<file path="src/rtl/count_enable_ctrl_if.sv">
// Button/mode inputs and count-enable outputs between the control stage and its driver.
interface count_enable_ctrl_if;
    logic btn_in;
    logic mode;
    logic en;
    logic running;

    modport master (
        output btn_in,
        output mode,
        input  en,
        input  running
    );

    modport slave (
        input  btn_in,
        input  mode,
        output en,
        output running
    );
endinterface

</file>
<file path="src/rtl/count_enable_ctrl.sv">
// Produces the single-cycle count-enable strobe for the up counter from a raw push-button:
// synchronise, debounce, then either step once per press or free-run every PRESCALE clocks.
module count_enable_ctrl #(
    parameter int unsigned DEBOUNCE_CYCLES = 4,
    parameter int unsigned PRESCALE        = 8,
    parameter int unsigned CNT_W           = 16
) (
    input logic                clk,
    input logic                rst,
    count_enable_ctrl_if.slave bus
);

    localparam logic [0:0] S_IDLE = 1'b0;
    localparam logic [0:0] S_TICK = 1'b1;

    localparam logic [CNT_W-1:0] DB_LAST = CNT_W'(DEBOUNCE_CYCLES - 1);
    localparam logic [CNT_W-1:0] PS_LAST = CNT_W'(PRESCALE - 1);

    logic             sync1;
    logic             sync2;
    logic             db;
    logic             db_prev;
    logic [CNT_W-1:0] db_cnt;
    logic [CNT_W-1:0] ps_cnt;
    logic [0:0]       state;
    logic             en_q;
    logic             press;

    always_ff @(posedge clk or negedge rst) begin
        if (!rst) begin
            sync1 <= 1'b0;
            sync2 <= 1'b0;
        end else begin
            sync1 <= bus.btn_in;
            sync2 <= sync1;
        end
    end

    // db flips only after DEBOUNCE_CYCLES consecutive mismatching samples; any agreement restarts.
    always_ff @(posedge clk or negedge rst) begin
        if (!rst) begin
            db      <= 1'b0;
            db_prev <= 1'b0;
            db_cnt  <= '0;
        end else begin
            db_prev <= db;
            if (sync2 != db) begin
                if (db_cnt == DB_LAST) begin
                    db     <= sync2;
                    db_cnt <= '0;
                end else begin
                    db_cnt <= db_cnt + CNT_W'(1);
                end
            end else begin
                db_cnt <= '0;
            end
        end
    end

    assign press = db & ~db_prev;

    // Mode is sampled on the same edge as the press, so a press during a mode change obeys the new mode.
    always_ff @(posedge clk or negedge rst) begin
        if (!rst) begin
            state  <= S_IDLE;
            ps_cnt <= '0;
            en_q   <= 1'b0;
        end else if (!bus.mode) begin
            state  <= S_IDLE;
            ps_cnt <= '0;
            en_q   <= press;
        end else begin
            case (state)
                S_IDLE: begin
                    ps_cnt <= '0;
                    en_q   <= 1'b0;
                    if (press) begin
                        state <= S_TICK;
                    end
                end
                S_TICK: begin
                    if (press) begin
                        state  <= S_IDLE;
                        ps_cnt <= '0;
                        en_q   <= 1'b0;
                    end else if (ps_cnt == PS_LAST) begin
                        ps_cnt <= '0;
                        en_q   <= 1'b1;
                    end else begin
                        ps_cnt <= ps_cnt + CNT_W'(1);
                        en_q   <= 1'b0;
                    end
                end
                default: begin
                    state  <= S_IDLE;
                    ps_cnt <= '0;
                    en_q   <= 1'b0;
                end
            endcase
        end
    end

    assign bus.en      = en_q;
    assign bus.running = (state == S_TICK);

endmodule

</file>
<file path="src/flat_wrapper.sv">
// flat-port wrapper written by rule: the top's interface ports become plain ports
module count_enable_ctrl_flat 
#(
    parameter int unsigned DEBOUNCE_CYCLES = 4,
    parameter int unsigned PRESCALE        = 8,
    parameter int unsigned CNT_W           = 16
)
  (clk, rst, bus_btn_in, bus_mode, bus_en, bus_running);
  count_enable_ctrl_if bus_i ();
  input logic clk;
  input logic rst;
  input wire logic [$bits(bus_i.btn_in)-1:0] bus_btn_in;
  input wire logic [$bits(bus_i.mode)-1:0] bus_mode;
  output wire logic [$bits(bus_i.en)-1:0] bus_en;
  output wire logic [$bits(bus_i.running)-1:0] bus_running;
  assign bus_i.btn_in = bus_btn_in;
  assign bus_i.mode = bus_mode;
  assign bus_en = bus_i.en;
  assign bus_running = bus_i.running;
  count_enable_ctrl #(.DEBOUNCE_CYCLES(DEBOUNCE_CYCLES), .PRESCALE(PRESCALE), .CNT_W(CNT_W)) u_core (.clk(clk), .rst(rst), .bus(bus_i));
endmodule
</file>
<file path="config.mk">
export PLATFORM = sky130hd
export DESIGN_NAME = count_enable_ctrl_flat
export DESIGN_NICKNAME = d
export VERILOG_FILES = /design/src/rtl/count_enable_ctrl_if.sv /design/src/rtl/count_enable_ctrl.sv /design/src/flat_wrapper.sv
export SDC_FILE = /design/constraint.sdc
export NUM_CORES = 1
export LEC_CHECK = 0
export BUFFER_PORTS_ARGS = -buffer_cell sky130_fd_sc_hd__buf_2
export CORE_ASPECT_RATIO = 1.25
export CORE_UTILIZATION = 60
export DETAILED_ROUTE_END_ITERATION = 16
export MAX_ROUTING_LAYER = met4
export PLACE_DENSITY = 0.82
export SLEW_MARGIN = 0
export SYNTH_ARGS = -nofsm -noshare
export SYNTH_HDL_FRONTEND = slang
export SYNTH_SLANG_ARGS = --single-unit
</file>
<file path="constraint.sdc">
create_clock -name clk -period 4.6 [get_ports clk]
set_input_delay 1.38 -clock clk [delete_from_list [all_inputs] [get_ports clk]]
set_output_delay 1.38 -clock clk [all_outputs]
set_load 0.03 [all_outputs]
</file>
# Word-level counts from Yosys, hierarchy flattened
# Index checks and enable logic that the tools add are counted.
# Widths: inputs -> output; s select.
[totals]
reg_bits = 38
out_inout_bits = 2
[op_classes]
n_addsub = 2
n_eq_ne = 3
muxes = 14
bitwise = 3
n_reduce_logical = 1
[op_table]
columns = ["operator", "n"]
rows = [
  ["$mux 16", 5],
  ["$add 16x1->16 const B", 2],
  ["$pmux 16 s2", 1],
  ["$eq 16x2->1 const B", 1],
  ["$eq 16x3->1 const B", 1],
  ["$mux 1", 6],
  ["$pmux 1 s2", 2],
  ["$not 1->1", 2],
  ["$reduce_and 2->1", 1],
  ["$and 1x1->1", 1],
  ["$ne 1x1->1", 1],
]

# Logic depth before layout (Yosys ltp)
# Gate-level depths: netlist of the first run.
[logic_depth]
word_depth = 5
depth_mapped = 7
depth_no_buf = 5

# Least setup slack after synthesis of the first run
# OpenSTA, ideal clock, no wires.
[synth_path]
kind = "input -> register"
start = "input bus_mode"
end = "register u_core.ps_cnt[10]"
arrival_ps = 1945
t_required_ps = 4529
path_slack_ps = 2584
stages = 5
n_path_buf = 2
path_cell_list = "nand3_1 -> nand2b_1 -> buf_2 -> buf_6 -> nor2_1"
[synth_between]
elab_chain_len = 1
[synth_rtl]
columns = ["element", "line_no", "rtl"]
rows = [
  ["start: declaration", "flat_wrapper.sv:13", "input wire logic [$bits(bus_i.mode)-1:0] bus_mode;"],
  ["$mux 16", "count_enable_ctrl.sv:68", "end else if (!bus.mode) begin"],
  ["end signal: assignment", "count_enable_ctrl.sv:90", "ps_cnt <= ps_cnt + CNT_W'(1);"],
  ["end: declaration", "count_enable_ctrl.sv:24", "logic [CNT_W-1:0] ps_cnt;"],
]
# No other way between the ends.
# A chain may end at the register's enable or synchronous reset.

# Final worst setup path of the first run
[layout_path]
start = "register u_core.state (netlist: u_core.bus.running)"
end = "output bus_running"
[layout_rtl]
columns = ["element", "line_no", "rtl"]
rows = [
  ["start: declaration", "count_enable_ctrl.sv:25", "logic [0:0] state;"],
  ["start signal: assignment", "count_enable_ctrl.sv:65", "state <= S_IDLE;"],
  ["start signal: assignment", "count_enable_ctrl.sv:69", "state <= S_IDLE;"],
  ["start signal: assignment", "count_enable_ctrl.sv:78", "state <= S_TICK;"],
  ["end: declaration", "flat_wrapper.sv:15", "output wire logic [$bits(bus_i.running)-1:0] bus_running;"],
]
# No word-level cell between the ends.

==> impl_metrics.ini, run 1 <==
[power]
power.share.sequential_pct = 56.2
p_int_w = 0.000475
clockPowerShare_pct = 26.3
switchingPower_w = 0.000222
ir_drop_mv = 0.319
power.leakage_nw = 0.785
p_per_area_mw_per_mm2 = 344
power_frac_comb_pct = 17.5
swShare_pct = 31.8

[critical_path]
arrival_ns = 0.94
rrSetupSlack_ns = 2.86
cp_cell_sequence = buf_2
cp-start-kind = flip-flop
end_kind = output pin
criticalPathCategory = reg -> out
cp_max_fo = 3
cp_top_family = flip-flops
cp_slowest_cell = dfrtp_1
crit_path_max_incr_delay_ns = 0.39
cp_num_buf_inv = 1
crit_required_ns = 3.22

[logic_synthesis]
synth-adder-area-share_pct = 1.30
async_reset_ff_share_pct = 100
yosysWarnings = 0
ys_types = 28
ys.flop_type = dfrtp_1
synthMuxAreaShare_pct = 0.584
syn_inst = 175
synth-xor-area-share_pct = 13.6
synthMostInstantiatedCell = dfrtp_1
synth_common_cells = dfrtp_1, nor2_1, xnor2_1, nor3_1, nor4_2
synth.area.top_cells = dfrtp_1, xnor2_1, nor2_1
synth_seq_cells = 38
synth_edf_count = 0
syn_nets = 181
synth_area_sq_mm = 0.00193
synth_top_family_by_area = simple AND/OR/NAND/NOR gates
synth-simple-area-share_pct = 31.9
syn_avg_cell_area_sq_um = 11.0
ys_seq_area_share_pct = 49.4
synth-compound-area-share_pct = 0.325
synth_top_area_cell = dfrtp_1
synth.top_cell.area_share_pct = 49.4

[sta]
fin_tns_setup_ns = 0
worst_slew_pin_slew_ns = 0.833
whs_ns = 0.379
finalCritPeriodShare_pct = 50.4
maxSlewViolCount = 0
timing.fmax_mhz = 431
setup_viol = 0
fin_skew_ns = 0.00216
relSlewSlack_pct = 44.5
period_minus_slack_ns = 2.32
rsz0062_at_grt = no
finalHoldViolations = 0

[clock_tree]
cts_setup_buffers = 0
cts.root.buffer_cell = clkbuf_4
cts-buffers-inserted = 5
cts_hold_buffers = 0
clock_latency_ns = 0.34
cts-resized-gates = 0
cts_tree = built
clock_sinks = 38
cts.clk_slew.worst_paths_ns = 0.11
cts_max_path_buffers = 2
cts_max_level = 2

[floorplanning]
die_h_um = 65.4
rows = 22
die_w_um = 52.7
start_util_pct = 64.2
coreArea_sq_mm = 0.00300
io_pins = 6
die-area_sq_mm = 0.00344

[finish]
multi_input_area_sq_um = 921
fillers = 241
regArea_sq_um = 951
area_delta_synth_final_pct = 5.06
antenna_cells = 0
nets = 189
drive_gt1_share_pct = 19.0

[placement]
routabilityCongestion = 0.866
port-buffer-count = 5
dp.final_hpwl_um = 2400

[detailed_routing]
maxUsedRoutingLayer = met4
post_drt_wl_per_cell_um = 15.5
ant_nets = 0
route.detailed.drc = 0
avgViaCountPerCell = 5.85
first_pass_iters = 4
num_vias = 1288
wl_met3_um = 83
routedLengthMet1_um = 1350
drt_iter0_drc = 33
wl_met2_um = 1880
postRouteWirelength_um = 3400

[global_route]
grt_pass1_wl_um = 5680
grt_pass1_vias = 1264
antenna_found_initial = 0
grt_max_degree = 39
track_usage_pct = 24.0
grt_overflow = 0

[min_path]
hp-class = reg -> reg

[run_status]
status = finished, final reports clean

[run]
maxCapViolCount = 0
[through the flow]
step	instance area (sq um)	utilization (%)	power [W]	worst slack [ns]	cells
after floorplan	1930	-	0.000500	2.58	175
after global placement	1960	65.5	0.000513	2.34	212
after detailed placement	1960	65.5	0.000522	2.26	212
after CTS	2020	67.5	0.000705	2.26	220
after global routing	2020	67.5	0.000730	2.22	220
final	2020	67.5	0.000696	2.28	220
[registers in the layout, indices dropped and copies added, names as in the netlist]
| register | cells |
|---|---|
| u_core.ps_cnt | 16 |
| u_core.db_prev | 1 |
| u_core.bus.en | 1 |
| u_core.db | 1 |
| u_core.sync1 | 1 |
| u_core.sync2 | 1 |
| u_core.bus.running | 1 |
| u_core.db_cnt | 16 |
[cell usage in the layout, fill, tap and decap left out]
cell type,count
and2_1,1
and3_1,1
and4bb_1,1
buf_2,5
clkbuf_1,1
clkbuf_4,5
clkbuf_8,1
clkinv_2,1
dfrtp_1,38
ha_1,2
inv_1,6
mux2_2,1
nand2_1,7
nand2_2,1
nand2b_1,2
nand3_1,7
nand3_2,1
nand3_4,3
nand4_1,5
nand4_2,2
nand4_4,2
nor2_1,33
nor2_2,4
nor3_1,8
nor3b_1,1
nor4_1,5
nor4_2,8
nor4_4,1
o22ai_1,1
xnor2_1,26
xor2_1,4
[cell type report]
cell class | count | share of cell area, %
timing repair buffer | 5 | 1.24
tap | 36 | 2.22
clock buffer | 7 | 2.72
sequential | 38 | 47.0
clock inverter | 1 | 0.247
multi-input combinational | 127 | 45.5
inverter | 6 | 1.11
[power by group through the flow]
stage	Sequential, W	Clock (W)	Combinational (W)
2_1_floorplan	0.000407	0	0.0000924
3_3_place_gp	0.000396	0	0.000117
3_5_place_dp	0.000398	0	0.000124
4_1_cts	0.000392	0.000188	0.000125
5_1_grt	0.000396	0.000200	0.000134
6_report	0.000391	0.000183	0.000122
[routing by layer]
metal / GRT usage [%] / vias to the layer above
met4: 12.2 / 0
met1: 26.5 / 650
met2: 39.2 / 18
met5: - / -
li1: - / 612
met3: 6.25 / 8
[worst paths after layout]
check                                        start            endpoint  cells after the start
min in group asynchronous                      rst   u_core.db_cnt[13]                      1
max in group asynchronous                      rst  u_core.bus.running                      1
worst max register to register    u_core.ps_cnt[0]    u_core.ps_cnt[7]                      5
worst max-delay path            u_core.bus.running         bus_running                      1
worst min register to register        u_core.sync1        u_core.sync2                      0
worst min-delay path                  u_core.sync1        u_core.sync2                      0
[kinds of logic (layout without fill, tap and decap cells)]
kind of cell / count (synthesis) / after routing
xor gates and xnor gates: 30 / 30
and+or+nand+nor: 93 / 93
muxes: 1 / 1
DFF: 38 / 38
buffers and inverters: 10 / 19
adders and majority gates: 2 / 2
AOI/OAI and AO/OA: 1 / 1
Note: power is estimated with default switching activity, not from simulation.
==> run 2: changes to the inputs <==
Clock period 4.6 ns to 2.4 ns, I/O delays scaled along.
==> run 2 against run 1 <==
Compared with the run above: worst hold slack worse by 0.0036 ns; combinational power up 95%; largest cell class unchanged; sequential cell count unchanged; cell count unchanged; first-iteration DRC count down 24%; critical endpoint is now u_core.ps_cnt[9]; critical path depth up 4.
==> impl_metrics.ini, run 2 (same netlist as run 1, synthesis figures left out) <==
[run_status]
status = finished, final reports clean

[floorplanning]
die_w_um = 52.7
die-area_sq_mm = 0.00344
die_h_um = 65.4
start_util_pct = 64.2
rows = 22
io_pins = 6
coreArea_sq_mm = 0.00300

[critical_path]
cp-start-kind = flip-flop
rr_endpoint = u_core.ps_cnt[9]
cp_max_fo = 16
rrSetupSlack_ns = 0.64
crit_required_ns = 2.62
end_kind = flip-flop
criticalPathCategory = reg -> reg
r2r-start = u_core.ps_cnt[0]
r2r_cells = 5
arrival_ns = 1.98

[global_route]
antenna_found_initial = 0
grt_pass1_wl_um = 5800
grt_pass1_vias = 1344
grt_max_degree = 39
track_usage_pct = 24.9
grt_overflow = 0

[detailed_routing]
drt_iter0_drc = 25
num_vias = 1276
avgViaCountPerCell = 5.80
postRouteWirelength_um = 3390
post_drt_wl_per_cell_um = 15.4
first_pass_iters = 4
route.detailed.drc = 0
ant_nets = 0

[clock_tree]
cts_tree = built
cts-resized-gates = 0
cts.clk_slew.worst_paths_ns = 0.12
cts_max_level = 2
clock_sinks = 38
cts-buffers-inserted = 5
cts_setup_buffers = 0
cts.root.buffer_cell = clkbuf_4
clock_latency_ns = 0.36
cts_hold_buffers = 0
cts_max_path_buffers = 2

[power]
ir_drop_mv = 0.596
power.leakage_nw = 0.784
p_per_area_mw_per_mm2 = 666

[finish]
largest_registers = u_core.db_cnt: 16 flops, u_core.ps_cnt: 16 flops
final_cell_mix = dfrtp_1, nor2_1, xnor2_1
fillers = 235
drive_gt1_share_pct = 19.6
nets = 189
regArea_sq_um = 951
stdcell_area_sq_mm = 0.00203
final_common_cell = dfrtp_1
multi_input_area_sq_um = 921
antenna_cells = 0
area_delta_synth_final_pct = 5.26

[sta]
finalCritPeriodShare_pct = 73.3
worst_slew_pin_slew_ns = 0.814
finalHoldViolations = 0
timing.fmax_mhz = 568
maxSlewViolCount = 0
period_minus_slack_ns = 1.76
fin_tns_setup_ns = 0
rsz0062_at_grt = no
fin_skew_ns = 0.0116
relSlewSlack_pct = 45.7
setup_viol = 0

[min_path]
hp-start = u_core.sync1
hold_depth = 0
min_to = u_core.sync2
hp-class = reg -> reg

[placement]
place_area_sq_mm = 0.00196
port-buffer-count = 5
dp.final_hpwl_um = 2460
routabilityCongestion = 0.844

[run]
maxCapViolCount = 0
==> run 2: metrics by stage <==
stage	std cells	utilization (%)	hold slack, ns	power, W	setup slack (ns)
final	220	67.6	0.376	0.00135	0.640
after global routing	220	67.6	0.383	0.00142	0.488
after CTS	220	67.6	0.370	0.00136	0.646
after detailed placement	212	65.5	0.356	0.00100	0.671
after global placement	212	65.5	0.335	0.000986	0.733
after floorplan	175	-	0.331	0.000958	0.940
==> run 2: worst max path at each step <==
stage	from	end	cells after the start
floorplan	u_core.db_cnt[0]	u_core.db_cnt[10]	6
global placement	u_core.ps_cnt[0]	u_core.ps_cnt[13]	5
detailed placement	u_core.ps_cnt[0]	u_core.ps_cnt[9]	5
CTS	u_core.ps_cnt[0]	u_core.ps_cnt[9]	5
global route	u_core.ps_cnt[0]	u_core.ps_cnt[9]	5
finish	u_core.ps_cnt[0]	u_core.ps_cnt[9]	5
==> run 2: layout make-up <==
class                           instances  share of cell area, %
Clock buffer                            6                   2.53
Tap cell                               36                   2.22
Multi-Input combinational cell        127                   45.4
Sequential cell                        38                   46.9
Timing Repair Buffer                    5                   1.23
Inverter                                6                   1.11
Clock inverter                          2                  0.617
==> run 2: critical path, cell delays in order (launching register included) <==
cell and delay (ns):
dfrtp_1 0.44, ha_1 0.28, and4bb_1 0.22, nand4_1 0.11, nand2b_1 0.46, nor2_1 0.11
==> run 2: per-layer routing <==
| layer | global-route usage (%) | wire length, um | up-vias |
|---|---|---|---|
| li1 | - | - | 614 |
| met1 | 26.2 | 1380 | 636 |
| met2 | 41.9 | 1830 | 14 |
| met3 | 5.09 | 66 | 12 |
| met4 | 14.8 | 111 | 0 |
| met5 | - | 0 | - |
==> run 2: power by group <==
part           internal [W]  leakage (nW)  switching, W
clock              0.000141        0.0343      0.000221
combinational     0.0000750         0.230      0.000163
sequential         0.000693         0.519     0.0000575
